[config.mk]
export PLATFORM = sky130hd
export DESIGN_NAME = avmm_wr_ack_multiplier_flat
export DESIGN_NICKNAME = d
export VERILOG_FILES = /design/src/rtl/avmm_wr_ack_multiplier_if.sv /design/src/rtl/avmm_wr_ack_multiplier.sv /design/src/flat_wrapper.sv
export SDC_FILE = /design/constraint.sdc
export NUM_CORES = 1
export LEC_CHECK = 0
export ABC_AREA = 1
export CAP_MARGIN = 20
export CORE_MARGIN = 10
export CORE_UTILIZATION = 40
export CTS_CLUSTER_SIZE = 20
export DETAILED_ROUTE_END_ITERATION = 8
export GPL_ROUTABILITY_DRIVEN = 0
export SLEW_MARGIN = 40
export SYNTH_ARGS = -nofsm -noshare
export SYNTH_HDL_FRONTEND = slang
export SYNTH_SLANG_ARGS = --single-unit
[constraint.sdc]
create_clock -name kernel_avmm_clk -period 6.1 [get_ports kernel_avmm_clk]
set_input_delay 1.22 -clock kernel_avmm_clk [delete_from_list [all_inputs] [get_ports kernel_avmm_clk]]
set_output_delay 1.22 -clock kernel_avmm_clk [all_outputs]
set_load 0.02 [all_outputs]
[src/rtl/avmm_wr_ack_multiplier_if.sv]
// Bus bundle for avmm_wr_ack_multiplier: burst-ack input side plus the
// per-beat ack and status outputs. The DUT connects through the slave modport.
`ifndef LOCAL_MEM_BURST_CNT_WIDTH
`define LOCAL_MEM_BURST_CNT_WIDTH 7
`endif

interface avmm_wr_ack_multiplier_if #(
  parameter int unsigned AVMM_BURSTCNT_WIDTH = `LOCAL_MEM_BURST_CNT_WIDTH
);
  logic                           burst_wr_ack;
  logic [AVMM_BURSTCNT_WIDTH-1:0] burst_wr_ack_burstcnt;
  logic                           kernel_avmm_writeack;
  logic                           ack_fifo_almost_full;
  logic                           ack_fifo_overflow;
  logic                           busy;
  logic [31:0]                    beat_ack_count;

  modport master (
    output burst_wr_ack,
    output burst_wr_ack_burstcnt,
    input  kernel_avmm_writeack,
    input  ack_fifo_almost_full,
    input  ack_fifo_overflow,
    input  busy,
    input  beat_ack_count
  );

  modport slave (
    input  burst_wr_ack,
    input  burst_wr_ack_burstcnt,
    output kernel_avmm_writeack,
    output ack_fifo_almost_full,
    output ack_fifo_overflow,
    output busy,
    output beat_ack_count
  );
endinterface

[src/rtl/avmm_wr_ack_multiplier.sv]
// avmm_wr_ack_multiplier: turns one burst write-ack (with its burstcount)
// into burstcount single-cycle kernel_avmm_writeack pulses. Pending burst
// acks are queued in a small FIFO; bursts expand back-to-back with no bubble.
// Optional beat statistics counter enabled by macro ASP_WR_ACK_MULT_STATS_EN.
`ifndef LOCAL_MEM_BURST_CNT_WIDTH
`define LOCAL_MEM_BURST_CNT_WIDTH 7
`endif

module avmm_wr_ack_multiplier #(
  parameter int unsigned AVMM_BURSTCNT_WIDTH          = `LOCAL_MEM_BURST_CNT_WIDTH,
  parameter int unsigned ACK_FIFO_DEPTH               = 64,
  parameter int unsigned ACK_FIFO_ALMOSTFULL_THRESHOLD = 4
) (
  input  logic                      kernel_avmm_clk,
  input  logic                      kernel_avmm_reset_n,
  avmm_wr_ack_multiplier_if.slave   avmm_if
);

  localparam int unsigned PTR_W = $clog2(ACK_FIFO_DEPTH);
  localparam int unsigned CNT_W = PTR_W + 1;
  localparam logic [CNT_W-1:0] DEPTH_C = CNT_W'(ACK_FIFO_DEPTH);

  typedef enum logic {ST_IDLE, ST_EXPAND} state_t;

  state_t                         r_state, w_state_nxt;
  logic [AVMM_BURSTCNT_WIDTH-1:0] r_beats_left, w_beats_left_nxt;

  logic [AVMM_BURSTCNT_WIDTH-1:0] r_fifo_mem [ACK_FIFO_DEPTH];
  logic [PTR_W-1:0]               r_wr_ptr, r_rd_ptr;
  logic [CNT_W-1:0]               r_count, w_count_nxt, w_free_nxt;
  logic                           r_almost_full, r_overflow;

  logic                           w_full, w_empty, w_push, w_pop;
  logic [AVMM_BURSTCNT_WIDTH-1:0] w_head;

  // Full is judged on the registered occupancy, so a same-cycle pop never
  // frees room for an incoming ack.
  assign w_full      = (r_count == DEPTH_C);
  assign w_empty     = (r_count == '0);
  assign w_push      = avmm_if.burst_wr_ack && !w_full;
  assign w_head      = r_fifo_mem[r_rd_ptr];
  assign w_count_nxt = r_count + CNT_W'(w_push) - CNT_W'(w_pop);
  assign w_free_nxt  = DEPTH_C - w_count_nxt;

  // FIFO storage: no reset needed, validity is tracked by the pointers/count.
  always_ff @(posedge kernel_avmm_clk) begin
    if (w_push) r_fifo_mem[r_wr_ptr] <= avmm_if.burst_wr_ack_burstcnt;
  end

  // FIFO pointers, occupancy and status flags.
  always_ff @(posedge kernel_avmm_clk or negedge kernel_avmm_reset_n) begin
    if (!kernel_avmm_reset_n) begin
      r_wr_ptr      <= '0;
      r_rd_ptr      <= '0;
      r_count       <= '0;
      r_almost_full <= 1'b0;
      r_overflow    <= 1'b0;
    end else begin
      if (w_push) r_wr_ptr <= r_wr_ptr + PTR_W'(1);
      if (w_pop)  r_rd_ptr <= r_rd_ptr + PTR_W'(1);
      r_count       <= w_count_nxt;
      r_almost_full <= (32'(w_free_nxt) <= ACK_FIFO_ALMOSTFULL_THRESHOLD);
      if (avmm_if.burst_wr_ack && w_full) r_overflow <= 1'b1;
    end
  end

  // FSM state and beat down-counter registers.
  always_ff @(posedge kernel_avmm_clk or negedge kernel_avmm_reset_n) begin
    if (!kernel_avmm_reset_n) begin
      r_state      <= ST_IDLE;
      r_beats_left <= '0;
    end else begin
      r_state      <= w_state_nxt;
      r_beats_left <= w_beats_left_nxt;
    end
  end

  // Next-state: load a new burst from the FIFO head when idle or on the last
  // beat of the current burst; zero-length entries are popped and discarded.
  always_comb begin
    w_state_nxt      = r_state;
    w_beats_left_nxt = r_beats_left;
    w_pop            = 1'b0;
    case (r_state)
      ST_IDLE: begin
        if (!w_empty) begin
          w_pop = 1'b1;
          if (w_head != '0) begin
            w_beats_left_nxt = w_head;
            w_state_nxt      = ST_EXPAND;
          end
        end
      end
      ST_EXPAND: begin
        if (r_beats_left > AVMM_BURSTCNT_WIDTH'(1)) begin
          w_beats_left_nxt = r_beats_left - AVMM_BURSTCNT_WIDTH'(1);
        end else if (!w_empty) begin
          w_pop = 1'b1;
          if (w_head != '0) begin
            w_beats_left_nxt = w_head;
          end else begin
            w_beats_left_nxt = '0;
            w_state_nxt      = ST_IDLE;
          end
        end else begin
          w_beats_left_nxt = '0;
          w_state_nxt      = ST_IDLE;
        end
      end
      default: begin
        w_beats_left_nxt = '0;
        w_state_nxt      = ST_IDLE;
      end
    endcase
  end

  assign avmm_if.kernel_avmm_writeack = (r_state == ST_EXPAND);
  assign avmm_if.ack_fifo_almost_full = r_almost_full;
  assign avmm_if.ack_fifo_overflow    = r_overflow;
  assign avmm_if.busy                 = (r_state == ST_EXPAND) || !w_empty;

`ifdef ASP_WR_ACK_MULT_STATS_EN
  logic [31:0] r_beat_ack_count;

  // Count every beat acknowledged to the kernel; wraps naturally at 2^32.
  always_ff @(posedge kernel_avmm_clk or negedge kernel_avmm_reset_n) begin
    if (!kernel_avmm_reset_n)      r_beat_ack_count <= '0;
    else if (r_state == ST_EXPAND) r_beat_ack_count <= r_beat_ack_count + 32'd1;
  end

  assign avmm_if.beat_ack_count = r_beat_ack_count;
`else
  assign avmm_if.beat_ack_count = '0;
`endif

endmodule

[src/flat_wrapper.sv]
// flat-port wrapper written by rule: the top's interface ports become plain ports
module avmm_wr_ack_multiplier_flat 
#(
  parameter int unsigned AVMM_BURSTCNT_WIDTH          = `LOCAL_MEM_BURST_CNT_WIDTH,
  parameter int unsigned ACK_FIFO_DEPTH               = 64,
  parameter int unsigned ACK_FIFO_ALMOSTFULL_THRESHOLD = 4
)
  (kernel_avmm_clk, kernel_avmm_reset_n, avmm_if_burst_wr_ack, avmm_if_burst_wr_ack_burstcnt, avmm_if_kernel_avmm_writeack, avmm_if_ack_fifo_almost_full, avmm_if_ack_fifo_overflow, avmm_if_busy, avmm_if_beat_ack_count);
  avmm_wr_ack_multiplier_if #(.AVMM_BURSTCNT_WIDTH(AVMM_BURSTCNT_WIDTH)) avmm_if_i ();
  input  logic kernel_avmm_clk;
  input  logic kernel_avmm_reset_n;
  input wire logic [$bits(avmm_if_i.burst_wr_ack)-1:0] avmm_if_burst_wr_ack;
  input wire logic [$bits(avmm_if_i.burst_wr_ack_burstcnt)-1:0] avmm_if_burst_wr_ack_burstcnt;
  output wire logic [$bits(avmm_if_i.kernel_avmm_writeack)-1:0] avmm_if_kernel_avmm_writeack;
  output wire logic [$bits(avmm_if_i.ack_fifo_almost_full)-1:0] avmm_if_ack_fifo_almost_full;
  output wire logic [$bits(avmm_if_i.ack_fifo_overflow)-1:0] avmm_if_ack_fifo_overflow;
  output wire logic [$bits(avmm_if_i.busy)-1:0] avmm_if_busy;
  output wire logic [$bits(avmm_if_i.beat_ack_count)-1:0] avmm_if_beat_ack_count;
  assign avmm_if_i.burst_wr_ack = avmm_if_burst_wr_ack;
  assign avmm_if_i.burst_wr_ack_burstcnt = avmm_if_burst_wr_ack_burstcnt;
  assign avmm_if_kernel_avmm_writeack = avmm_if_i.kernel_avmm_writeack;
  assign avmm_if_ack_fifo_almost_full = avmm_if_i.ack_fifo_almost_full;
  assign avmm_if_ack_fifo_overflow = avmm_if_i.ack_fifo_overflow;
  assign avmm_if_busy = avmm_if_i.busy;
  assign avmm_if_beat_ack_count = avmm_if_i.beat_ack_count;
  avmm_wr_ack_multiplier #(.AVMM_BURSTCNT_WIDTH(AVMM_BURSTCNT_WIDTH), .ACK_FIFO_DEPTH(ACK_FIFO_DEPTH), .ACK_FIFO_ALMOSTFULL_THRESHOLD(ACK_FIFO_ALMOSTFULL_THRESHOLD)) u_core (.kernel_avmm_clk(kernel_avmm_clk), .kernel_avmm_reset_n(kernel_avmm_reset_n), .avmm_if(avmm_if_i));
endmodule
==> tab_implementation.tex, run 1 <==
\begin{tabular}{lr}
\hline
Metric & Value \\
\hline
\multicolumn{2}{l}{\textbf{Route}} \\
DRC violation total after the first TritonRoute iteration & between 1000 and 1500 \\
Drt total wl & a little over 50000 um \\
Routed wire per std cell & 19.8 um \\
Vias post-DR & roughly 13000 \\
Post-route DRC & 0 \\
Per-cell via count in the routed design & 5.19 \\
Routed Antenna Nets & 0 \\
First-pass iteration count of the detailed router & 6 \\
\multicolumn{2}{l}{\textbf{Logic synthesis}} \\
Number of synthesized flops with an enable pin & $\sim$450 \\
Ranking of synthesized cells by area & sky130\_fd\_sc\_hd\_\_edfxtp\_1 66\%, sky130\_fd\_sc\_hd\_\_nand2\_1 8.2\%, sky130\_fd\_sc\_hd\_\_nor2\_1 5.5\% \\
Share of Yosys cell area claimed by the top area cell type & 66.0\% \\
Number of synthesis warnings & 0 \\
Total standard cell area after synthesis & around 20000 um2 \\
Mean cell area of the mapped netlist & roughly 11 um2 \\
Unique cell type count in the Yosys netlist & 31 \\
Asr flop ratio synth & 6.08\% \\
Leading cell types by count after synthesis & 448 x sky130\_fd\_sc\_hd\_\_edfxtp\_1, 446 x sky130\_fd\_sc\_hd\_\_nand2\_1, 299 x sky130\_fd\_sc\_hd\_\_nor2\_1 \\
Part of the Yosys area used for sequential elements & a little over two thirds \\
Main synth FF type & sky130\_fd\_sc\_hd\_\_edfxtp\_1 \\
Most common cell in the netlist & sky130\_fd\_sc\_hd\_\_edfxtp\_1 \\
Area leader, netlist & sky130\_fd\_sc\_hd\_\_edfxtp\_1 \\
Register bit total from synthesis & about 480 \\
Post-synthesis cell count & 1853 \\
\multicolumn{2}{l}{\textbf{Timing}} \\
Unrepaired setup endpoints after global routing & no \\
Final period util & approximately three fifths \\
Final-report hold violation count & 0 \\
Worst-case setup margin in the final layout & between 2 and 2.5 ns \\
Headroom to the max-slew limit & between 40\% and 50\% \\
Final-report setup violation count & 0 \\
Count of pins over their slew limit & 0 \\
Fmax & between 200 and 300 MHz \\
Least-Margin Pin Slew & 0.835 ns \\
Fin Setup TNS & 0 ns \\
Worst Skew & 0.0195 ns \\
Post-layout minimum cycle time & roughly 3.7 ns \\
\multicolumn{2}{l}{\textbf{Critical path}} \\
Cells on worst reg2reg path & 16 \\
Critical Path End Type & flip-flop \\
Arrival time of the worst setup path & between 4 and 5 ns \\
Worst reg2reg setup slack & approximately 2.4 ns \\
Path type of the worst setup path & reg -> reg \\
Element type at the critical path start & flip-flop \\
Largest fanout of any net on the critical path & approximately 60 \\
Worst Path Required & around 6.6 ns \\
\multicolumn{2}{l}{\textbf{Global routing}} \\
Via count of the first global-routing pass & 13187 \\
Met2 track demand over resource in global routing & between 20\% and 30\% \\
Total global routing overflow & 0 \\
Met3 usage in global routing & under 10\% \\
Wire length of the first global-routing pass & 77200 um \\
M1 GR Usage & between 20 and 25\% \\
Largest net degree at the start of global routing & 207 \\
Most utilized layer in the global route result & met2 \\
Total routing resource utilization after global routing & approximately 17\% \\
Antenna violations before repair & 0 \\
\multicolumn{2}{l}{\textbf{Pwr}} \\
Cell leakage power & between 8 and 9 nW \\
Maximum vdd ir drop & roughly 0.28 mV \\
Areal power density over the cells & around 440 nW/um2 \\
Final total power & around 9.9 mW \\
\multicolumn{2}{l}{\textbf{Clocking}} \\
Clock buffer depth & 3 \\
CTS H-Tree Depth & 2 \\
Post-cts repair resize count & 0 \\
TritonCTS clock tree & built \\
Hold bufs inserted after CTS & 0 \\
Total number of clock tree sinks & $\sim$480 \\
Clock transition at the registers of the reported paths & 0.06 ns \\
Cts bufs inserted & 48 \\
Clock root buffer & sky130\_fd\_sc\_hd\_\_clkbuf\_16 \\
Clk Latency, worst-skew pair & 0.59 ns \\
Setup fix buffers added after clock tree synthesis & 0 \\
\multicolumn{2}{l}{\textbf{Cells and area}} \\
Final standard cell utilization of the core & between 40 and 50\% \\
Fraction of layout instances using a drive strength above 1 & 5.84\% \\
Number of nets in the layout & roughly 1900 \\
Post-route cell area & 22600 um2 \\
Antenna Diode Count & 0 \\
Synthesis-to-finish area growth & 10.7\% \\
\multicolumn{2}{l}{\textbf{Place}} \\
Post-place setup slack & $\sim$2.2 ns \\
Number of buffer cells added on primary ports & 13 \\
Placed instance area & roughly 21000 um2 \\
Detailed-placement wirelength estimate & 30000 um \\
\multicolumn{2}{l}{\textbf{Die}} \\
Row count & approximately 80 \\
Number of ports placed on the die boundary & 46 \\
Core box area & 50300 um2 \\
Width of the chip & between 200 and 250 um \\
Total Die Area & between 60000 and 70000 um2 \\
Initial Util & between 40 and 50\% \\
Die Height & between 200 and 250 um \\
\multicolumn{2}{l}{\textbf{Status}} \\
Status & finished clean \\
\multicolumn{2}{l}{\textbf{Job}} \\
Number of maximum-capacitance constraint violations & 0 \\
\multicolumn{2}{l}{\textbf{Worst hold path}} \\
Number of cells on the worst hold path & 1 \\
Type of the most critical hold path & reg -> reg \\
\hline
\end{tabular}
-- metrics by stage --
step,cells,hold WS (ns)
global placement,2457,0.452
CTS,2552,0.471
global route,2554,0.514
detailed placement,2466,0.458
finish,2554,0.464
floorplan,1884,0.491
-- cell type report --
cell class	instances	area, um2
clock inverter	28	284
multi-input combinational	1202	5300
clock buffer	58	1260
timing repair buffer	38	382
fill	4651	27700
sequential	477	14200
inverter	79	305
tap	672	841
-- logic make-up after synthesis --
family          synth area share [%]
other cells                   0.0184
fa+ha+maj                      0.896
flops                           69.6
simple gates                    19.4
xor+xnor                       0.859
compound gates                  4.21
buf+inv                         5.05
-- path summary, 6_finish.rpt --
kind / end / startpoint
max: u_core.r_beats_left[4] / u_core.r_rd_ptr[1]
min: u_core.avmm_if.ack_fifo_overflow / u_core.avmm_if.ack_fifo_overflow
max reg2reg: u_core.r_beats_left[4] / u_core.r_rd_ptr[1]
min reg2reg: u_core.avmm_if.ack_fifo_overflow / u_core.avmm_if.ack_fifo_overflow
max in group asynchronous: u_core.r_rd_ptr[0] / kernel_avmm_reset_n
min in group asynchronous: u_core.r_beats_left[5] / kernel_avmm_reset_n
-- critical path, stage by stage, from the launching register on --
cell and delay (ns):
sky130_fd_sc_hd__dfrtp_4 0.65, sky130_fd_sc_hd__clkinv_2 0.37, sky130_fd_sc_hd__buf_4 0.62, sky130_fd_sc_hd__buf_4 0.46
sky130_fd_sc_hd__nor2_1 0.09, sky130_fd_sc_hd__o21ai_0 0.11, sky130_fd_sc_hd__nand2_1 0.11, sky130_fd_sc_hd__a21oi_1 0.27
sky130_fd_sc_hd__nand2_1 0.09, sky130_fd_sc_hd__nand3_1 0.08, sky130_fd_sc_hd__nand2_1 0.11, sky130_fd_sc_hd__nor2_1 0.12
sky130_fd_sc_hd__nand2_1 0.10, sky130_fd_sc_hd__nor2_1 0.13, sky130_fd_sc_hd__nand2_2 0.13, sky130_fd_sc_hd__nand3_1 0.11
sky130_fd_sc_hd__nand2_1 0.06
-- per-layer routing --
layer | vias up | share of wire [%]
met5 | - | 0
met4 | 0 | 3.2
met3 | 98 | 6.7
li1 | 6257 | -
met1 | 6416 | 43
met2 | 473 | 47
-- report_power, final --
group          leakage (nW)  internal [mW]  switching (mW)
Clock                 0.761           1.72            1.21
Combinational          3.11          0.849            2.13
Sequential             4.38           3.78           0.173
-- sequential cells by signal, indices dropped and copies added, names as in the netlist --
name / flops
u_core.r_beats_left: 7
u_core.r_rd_ptr: 6
u_core.r_fifo_mem: 448
u_core.r_wr_ptr: 6
u_core.avmm_if.ack_fifo_almost_full: 1
u_core.r_count: 7
u_core.avmm_if.ack_fifo_overflow: 1
u_core.avmm_if.kernel_avmm_writeack: 1
-- cells in the final DEF, fill, tap and decap left out, types with 4 or more instances in the layout --
| cell type | n |
|---|---|
| sky130_fd_sc_hd__nand4_1 | 7 |
| sky130_fd_sc_hd__o211ai_1 | 6 |
| sky130_fd_sc_hd__conb_1 | 32 |
| sky130_fd_sc_hd__o22ai_1 | 7 |
| sky130_fd_sc_hd__nor3_1 | 4 |
| sky130_fd_sc_hd__nand2_1 | 445 |
| sky130_fd_sc_hd__dfrtp_1 | 27 |
| sky130_fd_sc_hd__nor2_1 | 299 |
| sky130_fd_sc_hd__buf_6 | 9 |
| sky130_fd_sc_hd__xor2_1 | 17 |
| sky130_fd_sc_hd__clkdlybuf4s50_1 | 6 |
| sky130_fd_sc_hd__nand3_1 | 215 |
| sky130_fd_sc_hd__ha_1 | 13 |
| sky130_fd_sc_hd__inv_1 | 73 |
| sky130_fd_sc_hd__buf_2 | 4 |
| sky130_fd_sc_hd__clkinv_1 | 13 |
| sky130_fd_sc_hd__a21oi_1 | 35 |
| sky130_fd_sc_hd__clkinv_2 | 10 |
| sky130_fd_sc_hd__bufinv_16 | 6 |
| sky130_fd_sc_hd__o21ai_1 | 4 |
| sky130_fd_sc_hd__clkbuf_16 | 49 |
| sky130_fd_sc_hd__buf_4 | 15 |
| sky130_fd_sc_hd__clkbuf_1 | 9 |
| sky130_fd_sc_hd__o21ai_0 | 105 |
| sky130_fd_sc_hd__edfxtp_1 | 448 |
No activity file was read; power rests on OpenSTA's default activity.
==> inputs of run 2 (changes only) <==
==> constraint.sdc (replaced) <==
create_clock -name kernel_avmm_clk -period 3.13 [get_ports kernel_avmm_clk]
set_input_delay 0.626 -clock kernel_avmm_clk [delete_from_list [all_inputs] [get_ports kernel_avmm_clk]]
set_output_delay 0.626 -clock kernel_avmm_clk [all_outputs]
set_load 0.02 [all_outputs]
==> run 2 against run 1 <==
  * Critical path depth fell by 9
  * Cell area rose by 3.2%
  * Highest routed layer unchanged
  * Critical path type is now reg -> out
  * Sequential share of layout area fell by 2.0 points
==> tab_implementation.tex, run 2 (synthesis gave the netlist of run 1 again) <==
\begin{tabular}{lr}
\hline
Metric & Value \\
\hline
\multicolumn{2}{l}{\textbf{Die}} \\
Total Die Area & around 60000 um2 \\
Row count & between 80 and 90 \\
Die Height & roughly 250 um \\
Number of ports placed on the die boundary & 46 \\
Core box area & $\sim$50000 um2 \\
Width of the chip & between 200 and 250 um \\
Initial Util & 40.5\% \\
\multicolumn{2}{l}{\textbf{Place}} \\
Post-place setup slack & -0.0970 ns \\
Placed instance area & between 20000 and 25000 um2 \\
Number of buffer cells added on primary ports & 13 \\
Detailed-placement wirelength estimate & around 31000 um \\
\multicolumn{2}{l}{\textbf{Clocking}} \\
Total number of clock tree sinks & 477 \\
TritonCTS clock tree & built \\
Clock transition at the registers of the reported paths & about 0.060 ns \\
Clk Latency, worst-skew pair & approximately 0.59 ns \\
Clock buffer depth & 3 \\
Cts bufs inserted & between 40 and 50 \\
CTS H-Tree Depth & 2 \\
Clock root buffer & sky130\_fd\_sc\_hd\_\_clkbuf\_16 \\
\multicolumn{2}{l}{\textbf{Timing}} \\
Worst Skew & 0.0190 ns \\
Final-report hold violation count & 0 \\
Final-report setup violation count & 0 \\
Worst-case setup margin in the final layout & around 0.15 ns \\
Final period util & a little over nine tenths \\
Post-layout minimum cycle time & 2.98 ns \\
Fin Setup TNS & 0 ns \\
Headroom to the max-slew limit & between 40\% and 50\% \\
Fmax & around 340 MHz \\
Count of pins over their slew limit & 0 \\
Least-Margin Pin Slew & roughly 0.76 ns \\
\multicolumn{2}{l}{\textbf{Cells and area}} \\
Area of all sequential standard cells & between 10000 and 15000 um2 \\
Number of nets in the layout & $\sim$2000 \\
Synthesis-to-finish area growth & 14.3\% \\
Antenna Diode Count & 0 \\
Post-route cell area & 23300 um2 \\
Flip-flop count of the largest register after layout & approximately 450 \\
Area of combinational cells with multiple inputs & 5350 um2 \\
Highest-count cells in the layout ignoring fill and taps & 448 x sky130\_fd\_sc\_hd\_\_edfxtp\_1, 444 x sky130\_fd\_sc\_hd\_\_nand2\_1, 298 x sky130\_fd\_sc\_hd\_\_nor2\_1 \\
Count of fill cells added during filler insertion & around 4600 \\
Fraction of layout instances using a drive strength above 1 & roughly a tenth \\
Largest register by flop count & u\_core.r\_fifo\_mem \\
Most common library cell in the layout ignoring fill and taps & sky130\_fd\_sc\_hd\_\_edfxtp\_1 \\
Largest registers & u\_core.r\_fifo\_mem (448), u\_core.r\_beats\_left (7), u\_core.r\_count (7) \\
\multicolumn{2}{l}{\textbf{Critical path}} \\
Critical Path End Type & primary output \\
Standard cell with the maximum stage delay on the critical path & sky130\_fd\_sc\_hd\_\_clkdlybuf4s50\_1 \\
Element type at the critical path start & flip-flop \\
Largest fanout of any net on the critical path & 8 \\
Path type of the worst setup path & reg -> out \\
Crit-path cells & inv\_2 -> ha\_4 -> nand3\_2 -> nor3\_2 -> buf\_4 -> nand2\_1 -> clkdlybuf4s50\_1 \\
Arrival time of the worst setup path & between 2 and 2.5 ns \\
Maximum single-stage delay on the critical path & about 0.60 ns \\
Worst Path Required & between 2 and 3 ns \\
Cells on worst reg2reg path & 16 \\
\multicolumn{2}{l}{\textbf{Pwr}} \\
Areal power density over the cells & 847 nW/um2 \\
Cell leakage power & slightly below 9 nW \\
Maximum vdd ir drop & approximately 0.53 mV \\
\multicolumn{2}{l}{\textbf{Worst hold path}} \\
Type of the most critical hold path & reg -> reg \\
Number of cells on the worst hold path & 1 \\
\multicolumn{2}{l}{\textbf{Route}} \\
Per-cell via count in the routed design & approximately 5.1 \\
First-pass iteration count of the detailed router & 5 \\
Routed Antenna Nets & 0 \\
DRC violation total after the first TritonRoute iteration & approximately 1100 \\
Routed wire per std cell & 19.3 um \\
Vias post-DR & around 14000 \\
Drt total wl & 51000 um \\
Post-route DRC & 0 \\
\multicolumn{2}{l}{\textbf{Job}} \\
Number of maximum-capacitance constraint violations & 0 \\
\multicolumn{2}{l}{\textbf{Global routing}} \\
Met2 track demand over resource in global routing & about a quarter \\
Via count of the first global-routing pass & $\sim$13000 \\
Largest net degree at the start of global routing & 65 \\
M1 GR Usage & 22.6\% \\
Met3 usage in global routing & roughly 3.6\% \\
Total global routing overflow & 0 \\
Most utilized layer in the global route result & met2 \\
Wire length of the first global-routing pass & 77800 um \\
Antenna violations before repair & 0 \\
Total routing resource utilization after global routing & between 15 and 20\% \\
\multicolumn{2}{l}{\textbf{Status}} \\
Status & finished clean \\
\hline
\end{tabular}
[run 2: cell count changes in the layout (fill, tap and decap cells not counted), moves of 3 or more]
cell,delta
sky130_fd_sc_hd__nand3_1,-3
sky130_fd_sc_hd__clkinv_1,+4
sky130_fd_sc_hd__a21oi_1,-4
sky130_fd_sc_hd__buf_4,+73
sky130_fd_sc_hd__a21oi_2,+4
sky130_fd_sc_hd__clkinv_2,-3
sky130_fd_sc_hd__buf_6,-9
sky130_fd_sc_hd__buf_12,+15
sky130_fd_sc_hd__nand3_2,+3
sky130_fd_sc_hd__buf_2,+3
[run 2: cell type report]
type | count | share of cell area, %
sequential | 477 | 60.9
multi-input combinational | 1202 | 23.0
clock buffer | 60 | 5.44
timing repair buffer | 119 | 4.79
tap | 672 | 3.61
inverter | 79 | 1.30
clock inverter | 27 | 0.962
[run 2: through the flow]
step / cells / hold WS [ns] / total power [mW] / utilization, %
final: 2636 / 0.466 / 19.7 / 46.3
after global routing: 2636 / 0.457 / 20.8 / 46.3
after CTS: 2632 / 0.455 / 19.6 / 46.2
after detailed placement: 2545 / 0.455 / 14.1 / 43.2
after global placement: 2545 / 0.457 / 14.0 / 43.2
after floorplan: 1884 / 0.330 / 11.9 / -
[run 2: report_power, final]
group          leakage [nW]  internal, mW  switching, mW
Sequential             4.38          7.37          0.266
Combinational          3.57          2.06           4.46
Clock                 0.729          3.19           2.38
[run 2: what timing repair did]
item	CTS	global route
setup buffers	0	4
hold buffers	0	0
pin swaps	0	9
cloned	0	0
gates resized for setup	2	17
setup endpoints to repair	1	1
[run 2: worst paths after layout]
kind                                                        from                             endpoint  slack (ns)
worst min register to register  u_core.avmm_if.ack_fifo_overflow     u_core.avmm_if.ack_fifo_overflow        0.47
min in group asynchronous                    kernel_avmm_reset_n                   u_core.r_rd_ptr[0]        0.48
worst max-delay path                           u_core.r_count[2]                         avmm_if_busy        0.15
max in group asynchronous                    kernel_avmm_reset_n               u_core.r_beats_left[5]        1.93
worst max register to register                 u_core.r_count[2]  u_core.avmm_if.ack_fifo_almost_full        0.20
worst min-delay path            u_core.avmm_if.ack_fifo_overflow     u_core.avmm_if.ack_fifo_overflow        0.47
[run 2: critical path, delay by kind of cell (launching register included)]
family	cells	cell delay (ns)
adders and majority gates	1	0.13
DFF	1	0.39
and+or+nand+nor	3	0.43
buffers and inverters	3	0.82
[run 2: routing by layer]
metal	routed length (um)	share of wire, %	vias up
met5	0	0	-
met4	1500	2.9	0
met3	3590	7.0	81
met2	23500	46	403
met1	22400	44	6619
li1	-	-	6418
==> inputs of run 3 (changes only) <==
--- a/config.mk
+++ b/config.mk
@@ -12,7 +12,7 @@
 export CTS_CLUSTER_SIZE = 20
 export DETAILED_ROUTE_END_ITERATION = 8
 export GPL_ROUTABILITY_DRIVEN = 0
-export SLEW_MARGIN = 40
+export SLEW_MARGIN = 20
 export SYNTH_ARGS = -nofsm -noshare
 export SYNTH_HDL_FRONTEND = slang
 export SYNTH_SLANG_ARGS = --single-unit
==> results of run 3 <==
The final DEF is identical to that of run 2; final timing and power are the same.
